`config.mk`:
```
export PLATFORM = sky130hd
export DESIGN_NAME = arp_rx
export DESIGN_NICKNAME = d
export VERILOG_FILES = /design/src/rtl/arp_rx.sv
export SDC_FILE = /design/constraint.sdc
export NUM_CORES = 1
export LEC_CHECK = 0
export ABC_AREA = 1
export CAP_MARGIN = 25
export CELL_PAD_IN_SITES_DETAIL_PLACEMENT = 2
export CELL_PAD_IN_SITES_GLOBAL_PLACEMENT = 2
export CORE_ASPECT_RATIO = 2
export CORE_MARGIN = 10
export CORE_UTILIZATION = 31
export CTS_BUF_LIST = sky130_fd_sc_hd__clkbuf_16
export DETAILED_ROUTE_END_ITERATION = 6
export PLACE_DENSITY_LB_ADDON = 0.12
export SLEW_MARGIN = 0
export SYNTH_ARGS = -nofsm -noshare
export SYNTH_HDL_FRONTEND = slang
export SYNTH_SLANG_ARGS = --single-unit
```
`constraint.sdc`:
```
create_clock -name clk -period 6.2 [get_ports clk]
set_input_delay 0.62 -clock clk [delete_from_list [all_inputs] [get_ports clk]]
set_output_delay 0.62 -clock clk [all_outputs]
set_load 0.005 [all_outputs]
```
`src/rtl/arp_rx.sv`:
```
// arp_rx: GMII-side ARP receive parser.
// Consumes raw GMII receive bytes, validates the preamble/SFD, the Ethernet
// header (destination MAC, ethertype) and the ARP payload (opcode, target IP),
// and pulses arp_rx_done when a request or reply addressed to BOARD_IP arrives.
//
// Ports:
//   clk          GMII receive clock; all logic on posedge
//   sys_rst      asynchronous, active-high reset
//   gmii_rx_dv   receive data valid
//   gmii_rxd     receive byte, meaningful when gmii_rx_dv=1
//   arp_rx_done  one-cycle pulse per accepted ARP frame
//   arp_rx_type  0: request (opcode 1), 1: reply (opcode 2); held until next done
//   src_mac      sender hardware address of the last accepted frame
//   src_ip       sender protocol address of the last accepted frame
module arp_rx #(
  parameter logic [47:0] BOARD_MAC = 48'h00_11_22_33_44_55,
  parameter logic [31:0] BOARD_IP  = 32'hC0_A8_01_0A
) (
  input  logic        clk,
  input  logic        sys_rst,
  input  logic        gmii_rx_dv,
  input  logic [7:0]  gmii_rxd,
  output logic        arp_rx_done,
  output logic        arp_rx_type,
  output logic [47:0] src_mac,
  output logic [31:0] src_ip
);

  typedef enum logic [2:0] {
    IDLE,
    PREAMBLE,
    ETH_HEAD,
    ARP_DATA,
    RX_END
  } state_t;

  state_t      state;
  logic [7:0]  cnt;      // byte index within the current state
  logic [47:0] shreg;    // MSB-first shift register of the received bytes
  logic [47:0] mac_tmp;  // sender MAC, committed to src_mac only on accept
  logic [31:0] ip_tmp;   // sender IP, committed to src_ip only on accept
  logic        op_tmp;   // 1 when the opcode is a reply

  // Shift register contents including the byte on the bus this cycle, so a
  // multi-byte field can be compared in full on the edge that samples its
  // last byte.
  logic [47:0] shreg_nxt;
  assign shreg_nxt = {shreg[39:0], gmii_rxd};

  // NOTE: every flop, including the data-path registers, is cleared by the
  // reset so that a reset mid-frame leaves no partially captured state.
  always_ff @(posedge clk or posedge sys_rst) begin
    if (sys_rst) begin
      state       <= IDLE;
      cnt         <= '0;
      shreg       <= '0;
      mac_tmp     <= '0;
      ip_tmp      <= '0;
      op_tmp      <= 1'b0;
      arp_rx_done <= 1'b0;
      arp_rx_type <= 1'b0;
      src_mac     <= '0;
      src_ip      <= '0;
    end else begin
      // NOTE: non-blocking assignments throughout; later assignments in the
      // case below override these defaults for this edge only.
      arp_rx_done <= 1'b0;
      if (gmii_rx_dv) shreg <= shreg_nxt;

      case (state)
        IDLE: begin
          if (gmii_rx_dv) begin
            cnt   <= '0;
            state <= (gmii_rxd == 8'h55) ? PREAMBLE : RX_END;
          end
        end

        // The first 8'h55 was consumed in IDLE; six more are required here,
        // then the SFD. cnt counts the 8'h55 bytes seen in this state.
        PREAMBLE: begin
          if (!gmii_rx_dv) begin
            cnt   <= '0;
            state <= IDLE;
          end else if (gmii_rxd == 8'h55 && cnt < 8'd6) begin
            cnt <= cnt + 8'd1;
          end else if (gmii_rxd == 8'hD5 && cnt == 8'd6) begin
            cnt   <= '0;
            state <= ETH_HEAD;
          end else begin
            cnt   <= '0;
            state <= RX_END;
          end
        end

        ETH_HEAD: begin
          if (!gmii_rx_dv) begin
            cnt   <= '0;
            state <= IDLE;
          end else if (cnt == 8'd5 &&
                       shreg_nxt != BOARD_MAC && shreg_nxt != '1) begin
            cnt   <= '0;
            state <= RX_END;
          end else if (cnt == 8'd13) begin
            cnt   <= '0;
            state <= (shreg_nxt[15:0] == 16'h0806) ? ARP_DATA : RX_END;
          end else begin
            cnt <= cnt + 8'd1;
          end
        end

        ARP_DATA: begin
          if (!gmii_rx_dv) begin
            cnt   <= '0;
            state <= IDLE;
          end else if (cnt == 8'd7 &&
                       shreg_nxt[15:0] != 16'h0001 &&
                       shreg_nxt[15:0] != 16'h0002) begin
            cnt   <= '0;
            state <= RX_END;
          end else if (cnt == 8'd27) begin
            cnt   <= '0;
            state <= RX_END;
            if (shreg_nxt[31:0] == BOARD_IP) begin
              arp_rx_done <= 1'b1;
              arp_rx_type <= op_tmp;
              src_mac     <= mac_tmp;
              src_ip      <= ip_tmp;
            end
          end else begin
            cnt <= cnt + 8'd1;
            if (cnt == 8'd7)  op_tmp  <= (shreg_nxt[15:0] == 16'h0002);
            if (cnt == 8'd13) mac_tmp <= shreg_nxt;
            if (cnt == 8'd17) ip_tmp  <= shreg_nxt[31:0];
          end
        end

        // Padding and FCS are skipped until the end of the frame.
        RX_END: begin
          if (!gmii_rx_dv) begin
            cnt   <= '0;
            state <= IDLE;
          end
        end

        default: begin
          cnt   <= '0;
          state <= IDLE;
        end
      endcase
    end
  end

endmodule

```
==> results.yml <==
status:
  outcome: "finished clean"
sta:
  final-hold-violation-count: 0
  finalSetupTns_ns: 0
  fmax_mhz: 361
  setup_slack_ns: 3.43
  layout_min_cycle_time_ns: 2.77
  rsz0062_at_grt: "false"
  tightest_slew_ns: 0.949
  slew_headroom_pct: 36.7
  fin_crit_sh_pct: 44.7
  finalSetupViolations: 0
  skew_ns: 0.0189
  drv_slew: 0
power:
  power.density_nw_per_um2: 275
  leakagePower_nw: 5.21
  vdd_drop_max_mv: 0.166
placement:
  gp_congestion: 0.822
  dpl.cell_count: 1436
  io_buffers: 92
  dp_slack_ns: 2.80
  dpl.hpwl_um: 18500
worst_setup_path:
  cp_common_cell: "nand2_1"
  path_buf_inv: 3
  r2r-start: "cnt[1]"
  ff2ff_path_depth: 8
  r2r_end: "src_mac[0]"
  crit_required_ns: 6.64
  max_stage_delay_ns: 0.60
  crit_family: "buffers and inverters"
  crit_fanout: 82
  startpoint_type: "input pin"
  crit_path_top_delay_cell: "inv_4"
  crit_path_end_kind: "flop"
  arrival_ns: 3.21
  worst-setup-path-type: "input pin to flop"
  rrSetupSlack_ns: 3.72
  cp_cell_sequence: "buf_2, buf_4, nand2_1, nor3_1, nand2_1, nor2_1, nand2_2, inv_4, nand2_1, nand2_1"
routing:
  dr_wl_met3_um: 720
  viasPerCell: 4.75
  wl_met2_um: 15300
  routed_wl_um: 26200
  drt-pass1-iter-count: 4
  dr.first_iter.drc_count: 329
  drcViolationCount: 0
  highest_layer: "met4"
  num_vias: 6993
  routedWlPerCell_um: 17.8
  ant_nets: 0
  drt-met1-wl_um: 9630
final_layout:
  finalNonFillerCells: 1473
  insertedDiodeCount: 0
  final_layout_size_suffix_gt1_share_pct: 4.92
  final_cell_mix: "462 x nand2_1, 214 x dfrtp_1, 114 x o21ai_0"
  fin_util_pct: 37.9
  final_common_cell: "nand2_1"
  num-nets-final: 1118
  syn_to_final_growth_pct: 20.5
cts:
  cts_hold_buf: 0
  numCtsBuffers: 21
  cts_setup_buffers: 0
  numClockSinks: 214
  clkTransAtPathRegs_ns: 0.06
  cts-htree-levels: 1
  clockRootBuffer: "clkbuf_16"
  tritoncts: "done"
  clk-insertion-delay-late_ns: 0.52
  ctsResizeCount: 0
  clockBufferDepth: 3
global_routing:
  grt_pass1_vias: 7833
  antenna_found_initial: 0
  track_usage_pct: 14.6
  grt_pass1_wl_um: 43000
  grt_max_degree: 149
  grt_overflow_total: 0
yosys:
  yosys_most_used_dff: "dfrtp_1"
  netlist_instances: 1027
  syn_nets: 1041
  synthTopCellsByArea: "dfrtp_1 60%, nand2_1 20%, o21ai_0 6.4%"
  synth_edf_count: 0
  ys_seq_elements: 214
  synth_top_area_cell: "dfrtp_1"
  async_reset_ff_share_pct: 100
  syn_area_um2: 8880
  ys_types: 32
  yosys_warnings: 0
  synth_area_per_cell_um2: 8.65
  synth_top_cell_area_share_pct: 60.3
  synth_seq_area_share_pct: 60.3
worst_hold_path:
  hold_end: "src_mac[37]"
  whs_path_depth: 2
  hold_start: "mac_tmp[37]"
  hold_path_class: "flop to flop"
floorplan:
  die_x_um: 140
  ios: 93
  initial_core_util_pct: 31.5
  fp.dieH_um: 259
  fp.coreArea_um2: 28200
  die_area_um2: 36200
  rows: 87
flow_run:
  drv_cap: 0
==> area by class of cell <==
cell class / instances / area, um2
clock buffers: 21 / 526
fillers: 3179 / 17500
clock inverters: 15 / 150
multi-input cells: 699 / 2970
inverters: 71 / 273
well taps: 356 / 445
flip-flops and latches: 214 / 5360
repair buffers: 97 / 978
==> cells in the mapped netlist, types with 2 or more instances <==
library cell  instances
o21ai_0             114
o21ai_1              14
a21oi_1               2
inv_2                 2
nand4_1               9
nor4_1                4
buf_2                16
nor3_2                2
buf_6                14
nand2_2               3
nor3_1               10
dfrtp_1             214
clkbuf_1             13
nor2_1               44
ha_1                  3
nand2_1             462
nand3_1              16
inv_1                68
nor2_2                4
==> worst reg2reg max path, cell delays in order (launching register included) <==
cell,delay (ns)
dfrtp_1,0.40
ha_1,0.23
nand2_1,0.11
nor3_2,0.28
nor4b_2,0.28
nand2_2,0.11
inv_4,0.60
nand2_1,0.28
nand2_1,0.11
==> report_power, final <==
group,switching [mW],internal [mW]
clock network,0.556,0.742
registers,0.0355,1.43
logic,0.137,0.0418
==> through the flow <==
step                total power, mW  area (um2)  hold slack [ns]
floorplan                      1.60        8880            0.442
global placement               1.68       10000            0.453
detailed placement             1.68       10000            0.459
CTS                            3.01       10700            0.476
global route                   3.08       10700            0.500
finish                         2.94       10700            0.470
==> sequential cells by signal, indices dropped and copies added, names as in the netlist <==
register	count
arp_rx_done	1
arp_rx_type	1
cnt	8
ip_tmp	32
mac_tmp	48
op_tmp	1
shreg	40
src_ip	32
src_mac	48
state	3
==> metal layers <==
metal	vias up	GRT usage, %
met5	-	0
met4	0	4.38
met3	31	1.94
met2	69	29.1
met1	3538	15.1
li1	3355	-
==> worst max-delay path by stage <==
stage | start | depth (start not counted) | end
after floorplan | sys_rst | 1 | arp_rx_done
after global placement | gmii_rx_dv | 10 | src_mac[0]
after detailed placement | gmii_rx_dv | 7 | ip_tmp[20]
after CTS | gmii_rx_dv | 10 | src_mac[0]
after global routing | gmii_rx_dv | 10 | src_mac[0]
final | gmii_rx_dv | 10 | src_mac[0]
==> cells by family (layout without fill, tap and decap cells) <==
logic type / count (synthesis) / after routing / synth area share, %
XOR/XNOR: 1 / 1 / 0.0987
flip-flops: 214 / 214 / 60.3
AND/OR/NAND/NOR: 562 / 562 / 25.3
buffers and inverters: 114 / 204 / 6.26
adder cells (fa/ha/maj): 3 / 3 / 0.423
AO/OA/AOI/OAI: 133 / 133 / 7.60
Power figures use the tool's default switching activity.
